<file path="src/rtl/bus_arbiter.sv">
// bus_arbiter: round-robin owner of the shared bus lane_select.
// Define BUS_ARB_TIMEOUT_EN to bound lock tenure to MAX_HOLD cycles.
module bus_arbiter #(
  parameter int LANES    = 6,
  parameter int MAX_HOLD = 4
) (
  input  logic                     clk,
  input  logic                     rst_n,
  input  logic [LANES-1:0]         req,
  input  logic [LANES-1:0]         lock,
  output logic [LANES-1:0]         lane_select,
  output logic                     grant_valid,
  output logic [$clog2(LANES)-1:0] grant_id,
  output logic                     timeout
);

  localparam int IW = $clog2(LANES);

  typedef enum logic {IDLE, GRANT} state_t;

  state_t           state_q, state_d;
  logic [LANES-1:0] sel_q, sel_d;
  logic [IW-1:0]    id_q, id_d;
  logic [IW-1:0]    last_q, last_d;
  logic [IW-1:0]    pick;
  logic             to_q, to_d;
  logic             any_req;
  logic             force_rr;
  logic             grant_new;

`ifdef BUS_ARB_TIMEOUT_EN
  localparam int HW = (MAX_HOLD > 1) ? $clog2(MAX_HOLD) : 1;
  logic [HW-1:0] hold_q, hold_d;
  assign force_rr = (hold_q == HW'(MAX_HOLD - 1));
`else
  assign force_rr = 1'b0;
`endif

  assign any_req = |req;

  // First requester after last_q, wrapping; descending loop so the
  // nearest candidate is the final assignment.
  always_comb begin
    int            idx;
    logic [IW-1:0] cand;
    idx  = 0;
    cand = '0;
    pick = last_q;
    for (int k = LANES; k >= 1; k--) begin
      idx  = (int'(last_q) + k) % LANES;
      cand = IW'(idx);
      if (req[cand]) pick = cand;
    end
  end

  // State register: grant, pointer and tenure counter.
  always_ff @(posedge clk or negedge rst_n) begin
    if (!rst_n) begin
      state_q <= IDLE;
      sel_q   <= '0;
      id_q    <= '0;
      last_q  <= IW'(LANES - 1);
      to_q    <= 1'b0;
`ifdef BUS_ARB_TIMEOUT_EN
      hold_q  <= '0;
`endif
    end else begin
      state_q <= state_d;
      sel_q   <= sel_d;
      id_q    <= id_d;
      last_q  <= last_d;
      to_q    <= to_d;
`ifdef BUS_ARB_TIMEOUT_EN
      hold_q  <= hold_d;
`endif
    end
  end

  // Next-state: release, keep under lock, or rearbitrate.
  always_comb begin
    state_d   = state_q;
    sel_d     = sel_q;
    id_d      = id_q;
    last_d    = last_q;
    to_d      = 1'b0;
    grant_new = 1'b0;
`ifdef BUS_ARB_TIMEOUT_EN
    hold_d    = hold_q;
`endif
    unique case (state_q)
      IDLE: begin
        if (any_req) grant_new = 1'b1;
        else sel_d = '0;
      end
      GRANT: begin
        if (!req[id_q]) begin
          if (any_req) begin
            grant_new = 1'b1;
          end else begin
            state_d = IDLE;
            sel_d   = '0;
`ifdef BUS_ARB_TIMEOUT_EN
            hold_d  = '0;
`endif
          end
        end else if (lock[id_q] && !force_rr) begin
`ifdef BUS_ARB_TIMEOUT_EN
          hold_d = hold_q + 1'b1;
`endif
        end else begin
          grant_new = 1'b1;
          to_d = force_rr && lock[id_q] &&
                 (pick != id_q);
        end
      end
      default: state_d = IDLE;
    endcase
    if (grant_new) begin
      state_d = GRANT;
      sel_d   = {{(LANES-1){1'b0}}, 1'b1} << pick;
      id_d    = pick;
      last_d  = pick;
`ifdef BUS_ARB_TIMEOUT_EN
      hold_d  = '0;
`endif
    end
  end

  // Outputs come straight from registers.
  always_comb begin
    lane_select = sel_q;
    grant_valid = (state_q == GRANT);
    grant_id    = id_q;
    timeout     = to_q;
  end

endmodule

</file>
<file path="config.mk">
export PLATFORM = sky130hd
export DESIGN_NAME = bus_arbiter
export DESIGN_NICKNAME = d
export VERILOG_FILES = /design/src/rtl/bus_arbiter.sv
export SDC_FILE = /design/constraint.sdc
export NUM_CORES = 1
export LEC_CHECK = 0
export CAP_MARGIN = 5
export CORE_AREA = 2 2 67 69
export CTS_CLUSTER_DIAMETER = 100
export CTS_CLUSTER_SIZE = 10
export DETAILED_ROUTE_END_ITERATION = 10
export DIE_AREA = 0 0 69 71
export GPL_ROUTABILITY_DRIVEN = 0
export PLACE_DENSITY = 0.71
export SYNTH_ARGS = -nofsm -noshare
export SYNTH_HDL_FRONTEND = slang
export SYNTH_SLANG_ARGS = --single-unit
</file>
<file path="constraint.sdc">
create_clock -name clk -period 7.2 [get_ports clk]
set_input_delay 1.44 -clock clk [delete_from_list [all_inputs] [get_ports clk]]
set_output_delay 1.44 -clock clk [all_outputs]
set_load 0.02 [all_outputs]
</file>
After elaboration in Yosys (flattened, before gate mapping)
Index checks and enable logic that the tools add are counted.

word-level totals
  output and inout port bits = 11
  word-level logic and storage cells = 60
  register bits = 13

cells by class
  divide/modulo/power cells = 6
  shift operators = 1
  $add $sub $neg = 6
  magnitude comparators = 7
  bitwise logic cells = 1
  mux-type cells = 33
  reduce and logical (&&, ||, !) cells = 1
  equal/unequal tests = 1

operators with widths
  kind                                                                           number
  32-bit by 4-bit modulo with 32-bit output (second input constant)              6
  3-bit by 4-bit less-than comparator with 1-bit output (second input constant)  7
  1-bit binary-select mux with 3-bit select                                      8
  3-bit 2-to-1 mux                                                               6
  6-bit 2-to-1 mux                                                               3
  1-bit 2-to-1 mux                                                               14
  3-bit by 3-bit adder with 4-bit output (second input constant)                 3
  6-bit case mux with 2 select lines                                             1
  3-bit by 2-bit adder with 4-bit output (second input constant)                 2
  6-bit OR reduction                                                             1
  1-bit by 3-bit << shifter with 6-bit output (first input constant)             1
  3-bit by 1-bit adder with 4-bit output (second input constant)                 1
  3-bit inequality test (second input constant)                                  1
  1-bit case mux with 2 select lines                                             1
  1-bit NOT                                                                      1

Longest topological paths before layout
Gate-level depths: netlist of the first run.

  depth after elaboration = 12
  gate-level depth with buffers = 14
  mapped depth without buffers = 12

Least setup slack after synthesis of the first run
Ideal clock, no wire load.

  path kind = reg2reg
  start = reg last_q[0]
  end = reg id_q[0], in the netlist grant_id[0]
  setup slack = 3462 ps
  data required time = 7075 ps
  cell stages (with the launch flop) = 15
  arrival = 3613 ps
  period minus slack after synthesis = 3738 ps
  path buffers = 2
  library setup time = 125 ps
  cell sequence = dfstp_2 buf_6 buf_2 inv_1 ha_1 xor2_4 inv_2 ha_1 nor2b_1 a211oi_2 nor4b_2 and3_1 nor4b_1 or4_4 mux2_2

on the way
  cells in the longest elaborated chain, start to end = 10
  elaborated cells between the ends (all ways) = 30

RTL lines
  element                                    line  RTL
  start: declaration                         24    logic [IW-1:0] last_q, last_d;
  start signal: assignment                   62    last_q <= IW'(LANES - 1);
  start signal: assignment                   71    last_q <= last_d;
  3-bit by 3-bit adder with 4-bit output     50    idx = (int'(last_q) + k) % LANES;
  32-bit by 4-bit modulo with 32-bit output  50
  1-bit binary-select mux with 3-bit select  52    if (req[cand]) pick = cand;
  1-bit 2-to-1 mux (implied by the code)     52
  3-bit 2-to-1 mux (5 in series)             52
  3-bit 2-to-1 mux *                         52
  end signal: assignment                     70    id_q <= id_d;
  end: declaration                           23    logic [IW-1:0] id_q, id_d;

Mark *: on every way between the ends. The rest lies on a longest branch, timed or not. The select of a mux whose other input is x is not followed.
A chain may end at the register's enable or synchronous reset.

Final worst setup path of the first run
  start = reg last_q[2]
  end = reg sel_q[5], in the netlist lane_select[5]

on the way
  cells in the longest elaborated chain, start to end = 12
  elaborated cells between the ends (all ways) = 32

RTL lines
  element                                        line  RTL
  3-bit by 3-bit adder with 4-bit output         50
  32-bit by 4-bit modulo with 32-bit output      50
  1-bit binary-select mux with 3-bit select      52
  1-bit 2-to-1 mux (implied by the code)         52
  3-bit 2-to-1 mux (5 in series)                 52
  3-bit 2-to-1 mux *                             52
  1-bit by 3-bit << shifter with 6-bit output *  120   sel_d = {{(LANES-1){1'b0}}, 1'b1} << pick;
  6-bit 2-to-1 mux *                             118   if (grant_new) begin
  end signal: assignment                         69    sel_q <= sel_d;
  end: declaration                               22    logic [LANES-1:0] sel_q, sel_d;

Marked as above.

==> results of run 1 <==
logic make-up (layout without fill, tap and decap cells):
kind of cell	Yosys count	after routing	synth area share
flops	12	12	0.187
compound gates	57	57	0.250
other cells	1	1	0.00232
mux	19	19	0.139
xor+xnor	3	3	0.0278
buf+inv	20	38	0.0641
fa+ha+maj	10	10	0.0773
simple gates	70	70	0.252
layer usage:
layer,up-vias,share of wire,global-route usage
li1,773,-,-
met1,753,0.48,0.243
met2,35,0.47,0.301
met3,7,0.029,0.0114
met4,0,0.016,0.0566
met5,-,0,0
cells in the mapped netlist (2+ instances only):
cell,number,share of area
dfrtp_1,10,0.15
nor4b_2,2,0.019
buf_4,3,0.014
o21a_1,3,0.014
o21ai_0,6,0.019
nand3_1,11,0.034
ha_1,10,0.077
a21oi_1,8,0.025
or4_1,3,0.014
nand2_1,15,0.035
nor3_1,5,0.015
o211ai_1,2,0.0093
mux2i_1,9,0.056
inv_2,3,0.0070
nor2b_1,2,0.0077
a211oi_1,3,0.014
a21oi_2,2,0.011
nor3b_1,3,0.014
mux2_2,7,0.049
o22ai_1,3,0.012
xnor2_1,2,0.011
o21ai_1,2,0.0062
a22oi_1,3,0.014
nor2_1,12,0.028
nand2b_1,2,0.0077
buf_2,2,0.0062
dfstp_2,2,0.032
inv_1,9,0.021
or3_1,2,0.0077
buf_6,2,0.014
o31ai_1,8,0.037
a31oi_1,4,0.015
a211o_1,2,0.011
mux4_2,2,0.028
a31o_1,2,0.011
nor4_1,2,0.0077
worst max-delay path, stage by stage, from the launching register on:
cell      delay [ns]
dfstp_2         0.74
inv_1           0.14
ha_1            0.31
a21oi_2         0.26
inv_1           0.07
ha_1            0.30
and4b_1         0.23
or4_1           0.51
o2111a_1        0.20
nor3_4          0.27
o221ai_1        0.17
nor4_1          0.61
o31ai_1         0.16
worst paths after layout:
check / from / end / slack [ns] / cells past startpoint
worst max-delay path: last_q[2] / lane_select[5] / 3.08 / 12
worst min-delay path: lane_select[3] / lane_select[3] / 0.49 / 2
worst max register to register: last_q[2] / lane_select[5] / 3.08 / 12
worst min register to register: lane_select[3] / lane_select[3] / 0.49 / 2
max in group asynchronous: rst_n / last_q[0] / 5.29 / 1
min in group asynchronous: rst_n / grant_id[0] / 1.55 / 1
cells in the final DEF (no fill, tap or decap), drive strengths merged, types with 9 or more instances in the layout:
cell type,Yosys,layout
clkdlybuf4s50,0,23
mux2i,9,9
nand3,11,11
nor2,12,12
a21oi,10,10
ha,10,10
dfrtp,10,10
nand2,15,15
inv,12,12
layout make-up:
cell class | count | area (um2)
fillers | 412 | 2310
multi-input cells | 160 | 1210
flip-flops and latches | 12 | 303
clock buffers | 3 | 41.3
well taps | 52 | 65.1
inverters | 12 | 45.0
repair buffers | 23 | 230
metrics by stage:
step	hold slack, ns	instance area [um2]	instances
global route	0.506	1900	262
global placement	0.470	1860	259
finish	0.487	1900	262
floorplan	0.593	1620	192
detailed placement	0.469	1860	259
CTS	0.487	1900	262
sequential cells by signal, indices dropped and copies added, names as in the netlist:
signal,count
lane_select,6
last_q,2
grant_valid,1
grant_id,3
==> results.yml, run 1 <==
run_status:
  status: "complete, no violations"
sta:
  grt_setup_unrepaired: "false"
  tightest_slew_ns: 0.759
  fmax_ghz: 0.243
  fin_crit_sh: 0.572
  drv_slew: 0
  finalHoldViolCount: 0
  finalClockSkew_ns: 0.00210
  fin_ws_ns: 3.08
  fin_crit_ns: 4.12
  setup-violations-final: 0
  final.setup.tns_ns: 0
  slew_headroom: 0.489
floorplan:
  die_area_um2: 4900
  row_count: 24
  die_h_um: 71
  start_util: 0.385
  die_x_um: 69
  core_area_um2: 4200
  io_pins: 25
route:
  wire_per_inst_um: 16.2
  avgViaCountPerCell: 5.98
  drt_iter0_drc: 63
  drc: 0
  wl_um: 4250
  antenna_left: 0
  dr.pass1.iters: 4
  via_count: 1568
global_routing:
  track_usage: 0.178
  overflow: 0
  grt_max_degree: 25
  grt_pass1_wl_um: 7250
  grt_pass1_vias: 1495
  antenna_found_initial: 0
job:
  cap_viol_max_count: 0
final_layout:
  fin_util: 0.451
  drive_above_1_share: 0.133
  syn2layout_area_growth_pct: 17.2
  antenna_cells: 0
  nNetsFinal: 236
min_path:
  hold_class: "register to register"
synthesis:
  synthesis.nets: 216
  ys_seq_area_frac: 0.187
  yosys_most_used_dff: "dfrtp_1"
  synth-seq-cells: 12
  syn_area_per_cell_um2: 8.43
  yosysWarningCount: 0
  netlist_area_um2: 1620
  syn_inst: 192
  synth-edff-count: 0
  ys_async_sr_fraction: 1.00
  synth_cell_type_count: 60
clocking:
  root_buffer: "clkbuf_8"
  htree_levels: 1
  cts_resized: 0
  cts_sinks: 12
  cts_made_buffers: 3
  clkLatencyLatePin_ns: 0.24
  clk_pin_slew_ns: 0.05
  cts.path.max_buffers: 2
  postCtsSetupBuffers: 0
  postCtsHoldBufs: 0
  cts_tree: "yes"
setup_path:
  timing.critical_path.from_type: "register"
  cp_max_fo: 12
  worstSetupEndpointType: "register"
  crit_arrival_ns: 4.21
  crit_type: "register to register"
  cp_data_required_time_ns: 7.29
placed_design:
  post-place-ws_ns: 2.94
  dp_hpwl_um: 3310
  io_buffers: 23
Power of run 1 is not shown: default switching activity piles up to over one toggle a cycle in this logic, so the estimate is an artifact.
==> run 2, diff against run 1 <==
--- a/config.mk
+++ b/config.mk
@@ -12,7 +12,7 @@
 export DETAILED_ROUTE_END_ITERATION = 10
 export DIE_AREA = 0 0 69 71
 export GPL_ROUTABILITY_DRIVEN = 0
-export PLACE_DENSITY = 0.71
+export PLACE_DENSITY = 0.73
 export SYNTH_ARGS = -nofsm -noshare
 export SYNTH_HDL_FRONTEND = slang
 export SYNTH_SLANG_ARGS = --single-unit
==> constraint.sdc (replaced) <==
create_clock -name clk -period 3.3 [get_ports clk]
set_input_delay 0.66 -clock clk [delete_from_list [all_inputs] [get_ports clk]]
set_output_delay 0.66 -clock clk [all_outputs]
set_load 0.02 [all_outputs]
==> run 2 against run 1 <==
Against the previous run:
- the run now ends with setup timing left
- wire length grew 16%
- die area unchanged
- worst setup slack lost 3.1 ns
- sequential cell count did not move
- maximum frequency increased by 23%
- final cell count increased by 16%
- clock-buffer cell count up 1
- clock skew increased by 0.00051 ns
- core utilization up 13 points
==> results.yml, run 2 (synthesis gave the netlist of run 1 again) <==
setup_path:
  rrSetupSlack_ns: -0.05
  worstSetupEndpointType: "register"
  slowest_delay_ns: 0.59
  crit_chain: "inv_4 > ha_4 > a21oi_4 > inv_2 > ha_4 > and4b_1 > or4_4 > a21boi_4 > nor3_4 > nor4b_4 > or4_4 > mux2_4"
  crit_arrival_ns: 3.47
  cp_max_fo: 4
  slowest_stage: "or4_4"
  cp_data_required_time_ns: 3.43
  rr_worst_depth: 12
  crit_type: "register to register"
  timing.critical_path.from_type: "register"
sta:
  drv_slew: 0
  fin_ws_ns: -0.0455
  fin_crit_ns: 3.35
  tightest_slew_ns: 0.577
  finalHoldViolCount: 0
  slew_headroom: 0.612
  fmax_ghz: 0.299
  final.setup.tns_ns: -0.0455
  fin_crit_sh: 1.01
  finalClockSkew_ns: 0.00260
  grt_setup_unrepaired: "true"
  setup-violations-final: 1
global_routing:
  grt_pass1_wl_um: 8100
  antenna_found_initial: 0
  track_usage: 0.197
  grt_pass1_vias: 1763
  grt_max_degree: 13
  overflow: 0
clocking:
  cts.path.max_buffers: 2
  postCtsHoldBufs: 0
  clkLatencyLatePin_ns: 0.25
  cts_sinks: 12
  clk_pin_slew_ns: 0.05
  cts_tree: "yes"
  cts_made_buffers: 3
  htree_levels: 1
  root_buffer: "clkbuf_8"
route:
  dr.pass1.iters: 4
  drc: 0
  wl_um: 4920
  via_count: 1749
  drt_iter0_drc: 65
  avgViaCountPerCell: 5.77
  antenna_left: 0
  wire_per_inst_um: 16.2
floorplan:
  core_area_um2: 4200
  row_count: 24
  die_h_um: 71
  die_x_um: 69
  die_area_um2: 4900
  start_util: 0.385
  io_pins: 25
run_status:
  status: "finished with violations"
  violations: "setup timing"
min_path:
  hold_class: "register to register"
  whs_path_depth: 2
final_layout:
  drive_above_1_share: 0.378
  fillers: 387
  layout_commonest_cell: "buf_4"
  final_cell_mix: "buf_4, clkdlybuf4s50_1, nand2_1, nor2_1, nand3_1"
  antenna_cells: 0
  largest_register_ff_count: 6
  syn2layout_area_growth_pct: 50.0
  nNetsFinal: 276
job:
  cap_viol_max_count: 0
placed_design:
  io_buffers: 23
  dp_hpwl_um: 3740
-- run 2: cell count changes in the layout (fill, tap and decap cells not counted), sizes merged --
cell    delta
clkbuf     +1
buf       +40
-- run 2: area by class of cell --
class                      count  area (um2)  share of cell area
inverter                      12        47.5              0.0196
multi-input combinational    160        1430               0.587
sequential                    12         304               0.125
timing repair buffer          63         531               0.218
tap                           52        65.1              0.0268
clock buffer                   4        55.1              0.0227
-- run 2: per-stage QoR --
stage          cell area (um2)  cells   util  setup slack [ns]  hold WS (ns)
2_1_floorplan             1720    192      -            -0.252         0.364
3_3_place_gp              2220    296  0.528            -0.139         0.470
3_5_place_dp              2220    296  0.528            -0.151         0.471
4_1_cts                   2330    303  0.553           -0.0394         0.483
5_1_grt                   2430    303  0.578            -0.131         0.510
6_report                  2430    303  0.578           -0.0455         0.485
-- run 2: path summary, 6_finish.rpt --
kind,start,end
min in group asynchronous,rst_n,lane_select[0]
worst max-delay path,last_q[2],grant_id[0]
max in group asynchronous,rst_n,grant_id[1]
worst min-delay path,lane_select[5],lane_select[5]
worst min register to register,lane_select[5],lane_select[5]
worst max register to register,last_q[2],grant_id[0]
-- run 2: worst max-delay path: cells and delay by family (launching register included) --
| kind | cells | cell delay [ns] |
|---|---|---|
| compound gates | 2 | 0.34 |
| mux | 1 | 0.28 |
| flops | 1 | 0.58 |
| simple gates | 5 | 1.51 |
| fa+ha+maj | 2 | 0.42 |
| buf+inv | 2 | 0.11 |
-- run 2: repair_timing --
action                                 CTS  global route
resized for setup                        6            16
setup buffers                            3             0
pin swaps                                5             7
endpoints found under the hold margin    0             0
setup endpoints to repair                7             9
-- run 2: layer usage --
metal	global-route usage	share of wire	routed length (um)
met4	0.0501	0.0067	33
met3	0.00570	0.037	184
met2	0.368	0.51	2520
met5	0	0	0
met1	0.251	0.44	2180
Power of run 2 is left out for the same reason.
